[config.mk]
export PLATFORM = sky130hd
export DESIGN_NAME = frame_timing_gen_flat
export DESIGN_NICKNAME = d
export VERILOG_FILES = /design/src/rtl/frame_timing_gen_if.sv /design/src/rtl/frame_timing_gen.sv /design/src/flat_wrapper.sv
export SDC_FILE = /design/constraint.sdc
export NUM_CORES = 1
export LEC_CHECK = 0
export BUFFER_PORTS_ARGS = -buffer_cell sky130_fd_sc_hd__buf_4
export CAP_MARGIN = 5
export CORE_ASPECT_RATIO = 1.2
export CORE_MARGIN = 10
export CORE_UTILIZATION = 47
export CTS_BUF_LIST = sky130_fd_sc_hd__clkbuf_16
export DETAILED_ROUTE_END_ITERATION = 7
export GPL_ROUTABILITY_DRIVEN = 0
export PLACE_DENSITY_LB_ADDON = 0.15
export REMOVE_ABC_BUFFERS = 1
export SYNTH_ARGS = -nofsm -noshare
export SYNTH_HDL_FRONTEND = slang
export SYNTH_SLANG_ARGS = --single-unit
[constraint.sdc]
create_clock -name clk -period 2.4 [get_ports clk]
set_clock_uncertainty 0.1 [all_clocks]
set_input_delay 0.12 -clock clk [delete_from_list [all_inputs] [get_ports clk]]
set_output_delay 0.12 -clock clk [all_outputs]
set_load 0.005 [all_outputs]
[src/rtl/frame_timing_gen_if.sv]
// -----------------------------------------------------------------------------
// frame_timing_gen_if
//   Bundles the sync/data inputs and the header/data/status outputs of
//   frame_timing_gen.
//   master : drives i_* (sync source / sample producer), observes o_*
//   slave  : the timing generator itself (reads i_*, drives o_*)
// Signals:
//   i_sync_25us     external 25 us frame sync, 1-cycle pulse
//   i_resync        soft resync pulse, forces UNLOCK
//   i_data/_vld     34-bit sample word and its valid
//   o_fram_hd_25us  frame header pulse
//   o_x8hd_25us     x8 header pulse
//   o_wfram_hd_25us write-frame header pulse
//   o_data_25us     gated, registered sample word
//   o_locked        high in LOCK or HOLD
//   o_sync_err      1-cycle pulse per misaligned sync
//   o_err_cnt       saturating misaligned-sync count
// -----------------------------------------------------------------------------
interface frame_timing_gen_if;
  logic        i_sync_25us;
  logic        i_resync;
  logic [33:0] i_data;
  logic        i_data_vld;
  logic        o_fram_hd_25us;
  logic        o_x8hd_25us;
  logic        o_wfram_hd_25us;
  logic [33:0] o_data_25us;
  logic        o_locked;
  logic        o_sync_err;
  logic [15:0] o_err_cnt;

  modport master (
    output i_sync_25us, i_resync, i_data, i_data_vld,
    input  o_fram_hd_25us, o_x8hd_25us, o_wfram_hd_25us, o_data_25us,
           o_locked, o_sync_err, o_err_cnt
  );

  modport slave (
    input  i_sync_25us, i_resync, i_data, i_data_vld,
    output o_fram_hd_25us, o_x8hd_25us, o_wfram_hd_25us, o_data_25us,
           o_locked, o_sync_err, o_err_cnt
  );
endinterface

[src/rtl/frame_timing_gen.sv]
// -----------------------------------------------------------------------------
// frame_timing_gen
//   Locks a free-running frame counter to an external 25 us sync pulse and
//   generates the frame, x8 and write-frame headers for the delay stage.
//   The 34-bit sample stream is registered and gated with the same one-cycle
//   latency as the headers, so data, headers and lock status leave aligned.
// Ports:
//   clk        491.52 MHz clock
//   asy_rst_n  asynchronous active-low reset
//   bus        frame_timing_gen_if.slave (sync/data in, headers/data/status out)
// -----------------------------------------------------------------------------
module frame_timing_gen #(
  parameter int FRAME_LEN = 12288,  // cycles per frame, multiple of X8_PERIOD
  parameter int X8_PERIOD = 8,      // power of two
  parameter int WFRAM_OFS = 0,      // 0..FRAME_LEN-1
  parameter int MISS_MAX  = 3,      // 1..15
  parameter int HOLD_MAX  = 4       // 1..15
) (
  input  logic              clk,
  input  logic              asy_rst_n,
  frame_timing_gen_if.slave bus
);

  localparam int            CW       = $clog2(FRAME_LEN);
  localparam logic [CW-1:0] CNT_LAST = CW'(FRAME_LEN - 1);
  localparam logic [CW-1:0] CNT_WOFS = CW'(WFRAM_OFS);
  localparam logic [CW-1:0] X8_MASK  = CW'(X8_PERIOD - 1);
  localparam logic [3:0]    MISS_LIM = 4'(MISS_MAX);
  localparam logic [3:0]    HOLD_LIM = 4'(HOLD_MAX);

  typedef enum logic [1:0] {
    ST_UNLOCK = 2'd0,
    ST_LOCK   = 2'd1,
    ST_HOLD   = 2'd2
  } state_t;

  state_t        r_state, w_state_next;
  logic [CW-1:0] r_cnt, w_cnt_next;
  logic [3:0]    r_miss, w_miss_next;
  logic [3:0]    r_hold, w_hold_next;
  logic [15:0]   r_err_cnt, w_err_cnt_next;
  logic          r_fram_hd, w_fram_hd_next;
  logic          r_x8hd, w_x8hd_next;
  logic          r_wfram_hd, w_wfram_hd_next;
  logic          r_locked, w_locked_next;
  logic          r_sync_err, w_sync_err_next;
  logic [33:0]   r_data, w_data_next;

  // Event decode for the current cycle
  logic       w_in_lock;   // LOCK or HOLD
  logic       w_slot;      // expected sync slot
  logic       w_sync;      // sync not overridden by resync
  logic       w_aligned;
  logic       w_misalign;
  logic       w_missed;
  logic       w_realign;
  logic       w_drop;
  logic [3:0] w_hold_inc;

  assign w_in_lock  = (r_state != ST_UNLOCK);
  assign w_slot     = (r_cnt == CNT_LAST);
  assign w_sync     = bus.i_sync_25us & ~bus.i_resync;
  assign w_aligned  = w_in_lock & w_sync & w_slot;
  assign w_misalign = w_in_lock & w_sync & ~w_slot;
  assign w_missed   = w_in_lock & ~bus.i_sync_25us & w_slot;
  // Realign on the sync that makes the miss count reach its limit
  assign w_realign  = w_misalign & ((r_miss + 4'd1) == MISS_LIM);
  assign w_hold_inc = r_hold + 4'd1;
  // Covers LOCK too: leaving LOCK counts as the first missed slot
  assign w_drop     = w_missed & (w_hold_inc >= HOLD_LIM);

  // State register
  always_ff @(posedge clk or negedge asy_rst_n) begin
    if (!asy_rst_n) begin
      r_state <= ST_UNLOCK;
    end else begin
      r_state <= w_state_next;
    end
  end

  // Next-state logic; resync overrides every other event
  always_comb begin
    w_state_next = r_state;
    if (bus.i_resync) begin
      w_state_next = ST_UNLOCK;
    end else begin
      case (r_state)
        ST_UNLOCK: begin
          if (bus.i_sync_25us) w_state_next = ST_LOCK;
        end
        ST_LOCK, ST_HOLD: begin
          if (w_aligned || w_realign) w_state_next = ST_LOCK;
          else if (w_missed)          w_state_next = w_drop ? ST_UNLOCK : ST_HOLD;
        end
        default: w_state_next = ST_UNLOCK;
      endcase
    end
  end

  // Counters and registered outputs
  always_comb begin
    w_cnt_next      = r_cnt + CW'(1);
    w_miss_next     = r_miss;
    w_hold_next     = r_hold;
    w_err_cnt_next  = r_err_cnt;
    w_sync_err_next = w_misalign;

    // UNLOCK pins the counter at 0 so a sync lands cnt=0 on the next cycle
    if (bus.i_resync || !w_in_lock || w_realign || w_slot) begin
      w_cnt_next = '0;
    end

    if (bus.i_resync || !w_in_lock || w_aligned || w_realign || w_drop) begin
      w_miss_next = '0;
      w_hold_next = '0;
    end else begin
      if (w_misalign) w_miss_next = r_miss + 4'd1;
      if (w_missed)   w_hold_next = w_hold_inc;
    end

    if (w_misalign && (r_err_cnt != 16'hFFFF)) begin
      w_err_cnt_next = r_err_cnt + 16'd1;
    end

    // Headers and data use the current state, so they leave together with
    // the o_locked value they are qualified by.
    w_locked_next   = w_in_lock;
    w_fram_hd_next  = w_in_lock & (r_cnt == '0);
    w_x8hd_next     = w_in_lock & ((r_cnt & X8_MASK) == '0);
    w_wfram_hd_next = w_in_lock & (r_cnt == CNT_WOFS);
    w_data_next     = (w_in_lock & bus.i_data_vld) ? bus.i_data : '0;
  end

  always_ff @(posedge clk or negedge asy_rst_n) begin
    if (!asy_rst_n) begin
      r_cnt      <= '0;
      r_miss     <= '0;
      r_hold     <= '0;
      r_err_cnt  <= '0;
      r_fram_hd  <= 1'b0;
      r_x8hd     <= 1'b0;
      r_wfram_hd <= 1'b0;
      r_locked   <= 1'b0;
      r_sync_err <= 1'b0;
      r_data     <= '0;
    end else begin
      r_cnt      <= w_cnt_next;
      r_miss     <= w_miss_next;
      r_hold     <= w_hold_next;
      r_err_cnt  <= w_err_cnt_next;
      r_fram_hd  <= w_fram_hd_next;
      r_x8hd     <= w_x8hd_next;
      r_wfram_hd <= w_wfram_hd_next;
      r_locked   <= w_locked_next;
      r_sync_err <= w_sync_err_next;
      r_data     <= w_data_next;
    end
  end

  assign bus.o_fram_hd_25us  = r_fram_hd;
  assign bus.o_x8hd_25us     = r_x8hd;
  assign bus.o_wfram_hd_25us = r_wfram_hd;
  assign bus.o_data_25us     = r_data;
  assign bus.o_locked        = r_locked;
  assign bus.o_sync_err      = r_sync_err;
  assign bus.o_err_cnt       = r_err_cnt;

endmodule

[src/flat_wrapper.sv]
// flat-port wrapper written by rule: the top's interface ports become plain ports
module frame_timing_gen_flat 
#(
  parameter int FRAME_LEN = 12288,                                            
  parameter int X8_PERIOD = 8,                     
  parameter int WFRAM_OFS = 0,                       
  parameter int MISS_MAX  = 3,              
  parameter int HOLD_MAX  = 4               
)
  (clk, asy_rst_n, bus_i_sync_25us, bus_i_resync, bus_i_data, bus_i_data_vld, bus_o_fram_hd_25us, bus_o_x8hd_25us, bus_o_wfram_hd_25us, bus_o_data_25us, bus_o_locked, bus_o_sync_err, bus_o_err_cnt);
  frame_timing_gen_if bus_i ();
  input  logic clk;
  input  logic asy_rst_n;
  input wire logic [$bits(bus_i.i_sync_25us)-1:0] bus_i_sync_25us;
  input wire logic [$bits(bus_i.i_resync)-1:0] bus_i_resync;
  input wire logic [$bits(bus_i.i_data)-1:0] bus_i_data;
  input wire logic [$bits(bus_i.i_data_vld)-1:0] bus_i_data_vld;
  output wire logic [$bits(bus_i.o_fram_hd_25us)-1:0] bus_o_fram_hd_25us;
  output wire logic [$bits(bus_i.o_x8hd_25us)-1:0] bus_o_x8hd_25us;
  output wire logic [$bits(bus_i.o_wfram_hd_25us)-1:0] bus_o_wfram_hd_25us;
  output wire logic [$bits(bus_i.o_data_25us)-1:0] bus_o_data_25us;
  output wire logic [$bits(bus_i.o_locked)-1:0] bus_o_locked;
  output wire logic [$bits(bus_i.o_sync_err)-1:0] bus_o_sync_err;
  output wire logic [$bits(bus_i.o_err_cnt)-1:0] bus_o_err_cnt;
  assign bus_i.i_sync_25us = bus_i_sync_25us;
  assign bus_i.i_resync = bus_i_resync;
  assign bus_i.i_data = bus_i_data;
  assign bus_i.i_data_vld = bus_i_data_vld;
  assign bus_o_fram_hd_25us = bus_i.o_fram_hd_25us;
  assign bus_o_x8hd_25us = bus_i.o_x8hd_25us;
  assign bus_o_wfram_hd_25us = bus_i.o_wfram_hd_25us;
  assign bus_o_data_25us = bus_i.o_data_25us;
  assign bus_o_locked = bus_i.o_locked;
  assign bus_o_sync_err = bus_i.o_sync_err;
  assign bus_o_err_cnt = bus_i.o_err_cnt;
  frame_timing_gen #(.FRAME_LEN(FRAME_LEN), .X8_PERIOD(X8_PERIOD), .WFRAM_OFS(WFRAM_OFS), .MISS_MAX(MISS_MAX), .HOLD_MAX(HOLD_MAX)) u_core (.clk(clk), .asy_rst_n(asy_rst_n), .bus(bus_i));
endmodule
Word level (Yosys, flattened, before mapping). Index checks and enable logic that the tools add are counted. Widths: inputs -> output; s select.

ROM bits: 0. RAM bits: 0. Register bits after elaboration: 78. Word-level logic and storage cells: 65. Bits of input ports: 39. Output and inout port bits: 55. Bits in latches: 0. Memories: 0.

Eq/ne operators: 7. Multiplexer cells: 12. Order comparisons: 1. Bitwise operators: 14. Add/sub/neg operators: 4. Multipliers: 0. Shifts and indexed selects: 0. Reduce and logical (&&, ||, !) cells: 17. Div/mod/pow operators: 0.

Operator list (count): $mux 34 (1); $logic_not 14->1 (2); $add 16x1->16 const B (1); $mux 4 (4); $ne 16x16->1 const B (1); $add 14x1->14 const B (1); $eq 14x14->1 const B (1); $mux 14 (1); $and 1x1->1 (11); $mux 2 (5); $add 4x1->4 const B (2); $logic_or 1x1->1 (7); $reduce_bool 2->1 (3); $eq 4x2->1 const B (1); $ge 4x3->1 const B (1); $ne 4x2->1 const B (1); $pmux 2 s2 (1); $ne 3x3->1 const B (1); $not 1->1 (3); $eq 2x1->1 const B (1); $eq 2x2->1 const B (1); $logic_not 2->1 (1); $reduce_and 2->1 (1); $reduce_or 2->1 (1); other kinds (2) (2).

Longest topological paths before layout. Gate-level depths: netlist (run 1).

Depth in word-level cells: 9. Mapped depth: 9. Depth with buffers taken out: 8.

Worst setup path before layout (run 1). No wires, ideal clock.

Path kind: reg-to-reg. Start: register u_core.r_state[0]. End: register u_core.r_miss[1]. Data arrival time: 1.931 ns. Setup slack: 0.275 ns. Required time: 2.206 ns. Library setup time: 0.094 ns. Stages on the path, launching flop included: 8. Buffers on the path: 1. Cell sequence: dfrtp_1 > inv_1 > ha_1 > buf_2 > or2_2 > or4_1 > a22o_1 > a211oi_1.

Word-level cells in the longest chain between the ends: 7. Elaborated cells between the ends (all ways): 15. Classes of those cells: 1 x mux; 7 x bitwise; 7 x reduce/logical.

RTL lines: start, declared (RTL line frame_timing_gen.sv:37) `state_t r_state, w_state_next;`; start signal, assigned (RTL line frame_timing_gen.sv:77) `r_state <= w_state_next;`; $reduce_bool 2->1 * (RTL line frame_timing_gen.sv:60) `assign w_in_lock = (r_state != ST_UNLOCK);`; $and 1x1->1 or $logic_not 1->1 (tied branches) (RTL line frame_timing_gen.sv:63, frame_timing_gen.sv:64, frame_timing_gen.sv:113); $and 1x1->1 (tied with other cells) (RTL line frame_timing_gen.sv:64) `assign w_misalign = w_in_lock & w_sync & ~w_slot;`; $and 1x1->1 or $logic_or 1x1->1 (tied branches) (RTL line frame_timing_gen.sv:67, frame_timing_gen.sv:113); $logic_or 1x1->1 (2 in a row) (RTL line frame_timing_gen.sv:113) `if (bus.i_resync || !w_in_lock || w_aligned || w_realign || w_drop) begin`; $mux 4 or $reduce_bool 2->1 (tied branches); end signal, assigned (RTL line frame_timing_gen.sv:148) `r_miss <= w_miss_next;`; end, declared (RTL line frame_timing_gen.sv:39) `logic [3:0] r_miss, w_miss_next;`.

Every way passes the cells marked *; elsewhere a longest branch is shown, timed or not. A chain may end at the register's enable or synchronous reset.

Final worst setup path (run 1).
Start: register u_core.r_cnt[0]. End: register u_core.r_miss[1].

Word-level cells in the longest chain between the ends: 7. Elaborated cells between the ends (all ways): 12. Classes of those cells: 1 x eq/ne; 1 x mux; 6 x bitwise; 4 x reduce/logical.

RTL lines: start, declared (RTL line frame_timing_gen.sv:38) `logic [CW-1:0] r_cnt, w_cnt_next;`; start signal, assigned (RTL line frame_timing_gen.sv:147) `r_cnt <= w_cnt_next;`; $eq 14x14->1 * (RTL line frame_timing_gen.sv:61) `assign w_slot = (r_cnt == CNT_LAST);`; $not 1->1 (RTL line frame_timing_gen.sv:64); $and 1x1->1 (RTL line frame_timing_gen.sv:64); $and 1x1->1 (RTL line frame_timing_gen.sv:67) `assign w_realign = w_misalign & ((r_miss + 4'd1) == MISS_LIM);`; $logic_or 1x1->1 (2 in a row) (RTL line frame_timing_gen.sv:113); $mux 4 or $reduce_bool 2->1 (tied branches).

Marked as above.

==> metrics.md, run 1 <==
| Metric | Value |
|---|---|
| Status | complete, no violations |
| Crit. End Element | register |
| Post-Place Setup Slack | 170 ps |
| HP Class | in -> reg |
| Core Region | 6900 um2 |
| Wire length per cell | 16.2 um |
| Slew Viols, Final | 0 |
| Commonest non-fill, non-tap cells in the layout | buf_4 (101), dfrtp_1 (78), and2_1 (36), dlygate4sd3_1 (36), nor2_1 (27) |
| Vias in the first global route | between 2000 and 3000 |
| Cell family with most CP delay | simple AND/OR/NAND/NOR gates |
| Max incr delay on CP | approximately 520 ps |
| H-tree lvl count | 3 |
| Fmax | roughly 0.45 GHz |
| Placed insts | between 400 and 500 |
| Fin area | 4840 um2 |
| Final WL | ~8600 um |
| CP cell instances | ha_1 > nand3_1 > nor4_1 > buf_4 > or4_1 > a22o_1 > a211oi_1 |
| Placed inst area | about 4200 um2 |
| Post-DR vias/cell | ~5.1 |
| Worst Path Buf+Inv | 1 |
| Reg2Reg Depth | 7 |
| IO Port Bufs | 93 |
| Max FO, Critical Path | 7 |
| Worst Path Required | roughly 2500 ps |
| Peak ir drop on the vdd network | between 0.4 and 0.5 mV |
| Final hold viol count | 0 |
| Crit Path Class | reg -> reg |
| Slew headroom | between 30% and 40% |
| # rows | 33 |
| DRT iter0 DRCs | 96 |
| Worst path arrival time | 2370 ps |
| Largest net degree at the start of global routing | 79 |
| Crit-path slowest cell | or4_1 |
| Synth warn | 0 |
| CTS Buf Count | 9 |
| Dpl hpwl | about 6000 um |
| Die X | just under 100 um |
| Antenna violations before repair | 0 |
| Fin util | between 70% and 80% |
| P per Cell Area | roughly 650 nW/um2 |
| P_leak | around 2.4 nW |
| DR pass1 iterations | 4 |
| Fill cell count | between 400 and 500 |
| Period utilisation layout | 93.5% |
| Slew @ Worst Pin | 960 ps |
| Critical Path Stages | 7 |
| Clock Sinks | 78 |
| RSZ-0062 raised after global routing | no |
| Post-synthesis instance total | about 290 |
| Share of layout cells above drive strength 1 | 28.8% |
| Crit start category | register |
| Setup TNS | 0 ps |
| Worst-path clk slew | 60 ps |
| Final worst slack | roughly 160 ps |
| Die Y | 112 um |
| Worst Hold Depth | 3 |
| Avg Cell Area, Syn | around 11 um2 |
| Distinct cells, synth | between 40 and 50 |
| Clk buf depth | 2 |
| CTS tree | yes |
| Post-CTS sizing | 0 |
| Area taken by multi-input logic gates | about 1300 um2 |
| ANT cells | 0 |
| Min Tclk post-route | 2240 ps |
| IO Pins | between 90 and 100 |
| Final setup violating endpoints | 0 |
| Drt drc | 0 |
| Total Die Area | ~11000 um2 |
| Post-route insts no fill | 528 |
| Register bit total from synthesis | 78 |
| CTS root buf | clkbuf_16 |
| Syn-to-layout area delta | 44.5% |
| Sequential area share after synthesis | between 50% and 60% |
| Final ANT Viol Nets | 0 |
| Grt total ovfl | 0 |
| Via Count | between 2000 and 3000 |
| Final #Nets | around 480 |
| Mapped cell area | 3350 um2 |
| First-pass GRT wire length | between 10000 and 15000 um |
| Total GRT Usage | about 16% |
| Initial Util | 48.5% |
| Total of max-cap violations | 0 |
| Latest clock arrival within the worst-skew pair | between 300 and 400 ps |
| FF/Latch Area | just under 2000 um2 |
| Commonest non-fill, non-tap cell in the layout | buf_4 |
[path summary, 6_finish.rpt]
kind,start,end,slack [ps]
min in group asynchronous,asy_rst_n,u_core.bus.o_fram_hd_25us$_DFF_PN0_,390
worst min-delay path,bus_i_sync_25us,u_core.r_hold[0]$_DFFE_PN0P_,80
max in group asynchronous,asy_rst_n,u_core.bus.o_err_cnt[1]$_DFFE_PN0P_,1190
worst max-delay path,u_core.r_cnt[0]$_DFF_PN0_,u_core.r_miss[1]$_DFFE_PN0P_,160
worst max register to register,u_core.r_cnt[0]$_DFF_PN0_,u_core.r_miss[1]$_DFFE_PN0P_,160
worst min register to register,u_core.r_hold[0]$_DFFE_PN0P_,u_core.r_hold[0]$_DFFE_PN0P_,410
[Yosys cell counts, drive strengths merged]
library cell	instances	area, um2
o311ai	1	16.3
mux2i	1	10.0
o21ai	2	10.0
mux2	1	11.3
buf	3	23.8
nand2	14	55.1
a22o	1	8.76
a41oi	1	8.76
and3b	1	8.76
and2	36	225
o22ai	1	6.26
nor2	27	101
nor3b	2	15.0
a21boi	1	7.51
and3	9	57.6
and4	3	26.3
or2	2	12.5
a211oi	2	15.0
xnor2	12	105
nor3	9	50.1
nor4b	2	17.5
nand3	13	65.1
a22oi	1	7.51
nand2b	3	18.8
nand4	12	81.3
nor2b	1	6.26
xor2	19	166
nor4	5	31.3
or4	3	26.3
o2111ai	3	26.3
clkbuf	3	11.3
ha	8	100
inv	12	45.0
dfrtp	78	1950
or3	2	17.5
[cell families (layout without fill, tap and decap cells)]
| kind of cell | after synthesis | in the layout | share of synthesized area (%) |
|---|---|---|---|
| simple gates | 144 | 144 | 24.4 |
| flops | 78 | 78 | 58.3 |
| xor+xnor | 31 | 31 | 8.11 |
| buf+inv | 18 | 165 | 2.39 |
| compound gates | 13 | 13 | 3.18 |
| fa+ha+maj | 8 | 8 | 2.99 |
| mux | 2 | 2 | 0.636 |
[worst min-delay path: stages]
cell     delay (ps)
buf_4           130
or3_4           150
mux2i_1          60
[flip-flops by register name, indices dropped and copies added (netlist names)]
register,cells
u_core.bus.o_x8hd_25us,1
u_core.r_miss,4
u_core.bus.o_data_25us,34
u_core.bus.o_locked,1
u_core.r_hold,4
u_core.bus.o_err_cnt,16
u_core.r_cnt,14
u_core.r_state,2
u_core.bus.o_sync_err,1
u_core.bus.o_fram_hd_25us,1
[timing repair]
| item | in CTS | in global routing |
|---|---|---|
| setup buffers | 0 | 0 |
| endpoints found under the hold margin | 113 | 0 |
| hold buffers | 36 | 0 |
[layer usage]
metal / part of all wire (%) / vias to the layer above / GRT usage, %
met5: 0 / - / 0
met4: 1.7 / 0 / 5.81
met3: 8.7 / 13 / 6.50
met2: 52 / 80 / 28.1
met1: 37 / 1286 / 16.4
li1: - / 1288 / -
[layout make-up]
| cell class | instances | share of cell area [%] |
|---|---|---|
| flip-flops and latches | 78 | 40.4 |
| repair buffers | 137 | 23.1 |
| well taps | 87 | 2.25 |
| inverters | 12 | 0.931 |
| clock buffers | 9 | 4.66 |
| multi-input cells | 198 | 27.2 |
| clock inverters | 7 | 1.50 |
[report_power, final]
| part | leakage [nW] | internal, mW | switching [mW] |
|---|---|---|---|
| Sequential | 1.07 | 1.38 | 0.0603 |
| Clock | 0.143 | 0.806 | 0.517 |
| Combinational | 1.18 | 0.221 | 0.168 |
| Total | 2.40 | 2.41 | 0.745 |
[per-stage QoR]
stage	power [mW]	hold WS (ps)
2_1_floorplan	1.57	-276
3_3_place_gp	1.80	229
3_5_place_dp	1.81	231
4_1_cts	3.19	69.2
5_1_grt	3.28	91.5
6_report	3.15	79.9
No activity file was read; power rests on OpenSTA's default activity.
==> run 2: changes to the inputs <==
BUFFER_PORTS_ARGS = -buffer_cell sky130_fd_sc_hd__buf_2   (was -buffer_cell sky130_fd_sc_hd__buf_4)
==> run 2 against run 1 <==
Cell count is 0.19% higher. Flip-flop and latch count did not move. Register-to-register slack about the same. Die area did not move. Sequential power hardly changed. Sequential share of layout area rose by 1.6 points. Critical path depth is the same. Global-route usage rose by 0.11 points. Fmax is 0.39% lower. Critical endpoint unchanged. Largest cell class unchanged. Largest power group is now clock.
==> metrics.md, run 2 (synthesized netlist as in run 1, its figures left out) <==
| Metric | Value |
|---|---|
| Die X | 97.0 um |
| Final WL | 8660 um |
| Peak ir drop on the vdd network | 0.618 mV |
| First-pass GRT wire length | about 14000 um |
| Clock Sinks | 78 |
| P_leak | 2.38 nW |
| Fin area | between 4000 and 5000 um2 |
| Total of max-cap violations | 0 |
| Commonest non-fill, non-tap cells in the layout | buf_2 (92), dfrtp_1 (78), and2_1 (36), dlygate4sd3_1 (36), nor2_1 (27) |
| Final ANT Viol Nets | 0 |
| Status | complete, no violations |
| DRT iter0 DRCs | 120 |
| # rows | 33 |
| Worst path arrival time | roughly 2400 ps |
| Final setup violating endpoints | 0 |
| Post-Place Setup Slack | 105 ps |
| Commonest non-fill, non-tap cell in the layout | buf_2 |
| Initial Util | about half |
| Antenna violations before repair | 0 |
| Fin util | 67.5% |
| IO Port Bufs | slightly above 90 |
| CTS tree | yes |
| DR pass1 iterations | 4 |
| Post-DR vias/cell | 5.04 |
| Vias in the first global route | roughly 2800 |
| Core Region | a little under 7000 um2 |
| Slew headroom | 60.5% |
| CTS root buf | clkbuf_16 |
| Max incr delay on CP | approximately 530 ps |
| Max FO, Critical Path | 7 |
| Slew @ Worst Pin | 592 ps |
| Syn-to-layout area delta | 39.0% |
| Max reg flops | 34 |
| Largest net degree at the start of global routing | 46 |
| Final #Nets | 484 |
| Post-Route Hold Slack | about 130 ps |
| Placed inst area | 3970 um2 |
| Post-route insts no fill | 529 |
| Total power | between 3 and 4 mW |
| Period utilisation layout | about 94% |
| Drt drc | 0 |
| Via Count | approximately 2700 |
| IO Pins | 94 |
| Clk buf depth | 2 |
| Slew Viols, Final | 0 |
| H-tree lvl count | 3 |
| ANT cells | 0 |
| CTS Buf Count | 9 |
| Dpl hpwl | around 6000 um |
| Share of layout cells above drive strength 1 | between 20% and 30% |
| Worst Path Required | around 2500 ps |
| Total Die Area | approximately 11000 um2 |
| Crit Path Class | reg -> reg |
| HP Class | in -> reg |
| Latest clock arrival within the worst-skew pair | between 300 and 400 ps |
| Setup TNS | 0 ps |
| Die Y | about 110 um |
| Setup Buffers After CTS | 0 |
| Wire length per cell | between 15 and 20 um |
| Total GRT Usage | roughly 16% |
| Min Tclk post-route | ~2300 ps |
| Final hold viol count | 0 |
| RSZ-0062 raised after global routing | no |
| Crit start category | register |
| Worst-path clk slew | roughly 60 ps |
| Final worst slack | approximately 150 ps |
| Grt total ovfl | 0 |
| Crit-path slowest cell | or4_1 |
| CP cell instances | ha_2 > nand3_1 > nor4_1 > buf_4 > or4_1 > a22o_1 > a211oi_1 |
| Placed insts | between 400 and 500 |
| P per Cell Area | slightly below 700 nW/um2 |
| Crit. End Element | register |
| Fmax | approximately 0.44 GHz |
-- run 2: changes by cell type in the layout (fill, tap and decap cells not counted), sizes merged --
cell,before,now
bufinv,1,2
clkinv,4,1
clkinvlp,1,2
buf,101,102
inv,13,14
-- run 2: worst max-delay path, delay by kind of cell (launching register included) --
family,cells,cell delay (ps)
adders and majority gates,1,250
AOI/OAI and AO/OA,2,470
DFF,1,450
and+or+nand+nor,3,740
buffers and inverters,1,150
-- run 2: cell type report --
type,count,area (um2)
clock buffers,9,225
clock inverters,7,96.3
fillers,531,2240
inverters,12,45.0
multi-input cells,198,1320
flip-flops and latches,78,1950
well taps,87,109
repair buffers,138,908
-- run 2: worst paths after layout --
check / to / cells after the start / slack (ps) / from
worst max-delay path: u_core.r_miss[1]$_DFFE_PN0P_ / 7 / 150 / u_core.r_cnt[0]$_DFF_PN0_
worst min-delay path: u_core.r_hold[0]$_DFFE_PN0P_ / 3 / 130 / bus_i_sync_25us
worst max register to register: u_core.r_miss[1]$_DFFE_PN0P_ / 7 / 150 / u_core.r_cnt[0]$_DFF_PN0_
worst min register to register: u_core.bus.o_err_cnt[9]$_DFFE_PN0P_ / 1 / 410 / u_core.bus.o_err_cnt[9]$_DFFE_PN0P_
max in group asynchronous: u_core.bus.o_data_25us[27]$_DFF_PN0_ / 3 / 1380 / asy_rst_n
min in group asynchronous: u_core.r_cnt[2]$_DFF_PN0_ / 2 / 240 / asy_rst_n
-- run 2: layer usage --
layer	global-route usage, %	part of all wire [%]	vias to the layer above	routed length (um)
met5	0	0	-	0
met4	6.70	2.1	0	186
met3	7.67	10	16	865
met2	26.9	50	79	4340
met1	16.7	38	1286	3270
li1	-	-	1283	-
-- run 2: report_power, final --
group          switching, mW  leakage, nW  internal [mW]
clock                  0.546        0.150          0.914
combinational          0.165         1.16          0.175
sequential            0.0539         1.07           1.38
total                  0.765         2.38           2.47
-- run 2: what timing repair did --
action / in CTS / in global routing
hold endpoints to repair: 79 / 0
hold buffers: 36 / 0
endpoints found under the setup margin: 0 / 1
resized for setup: 0 / 1
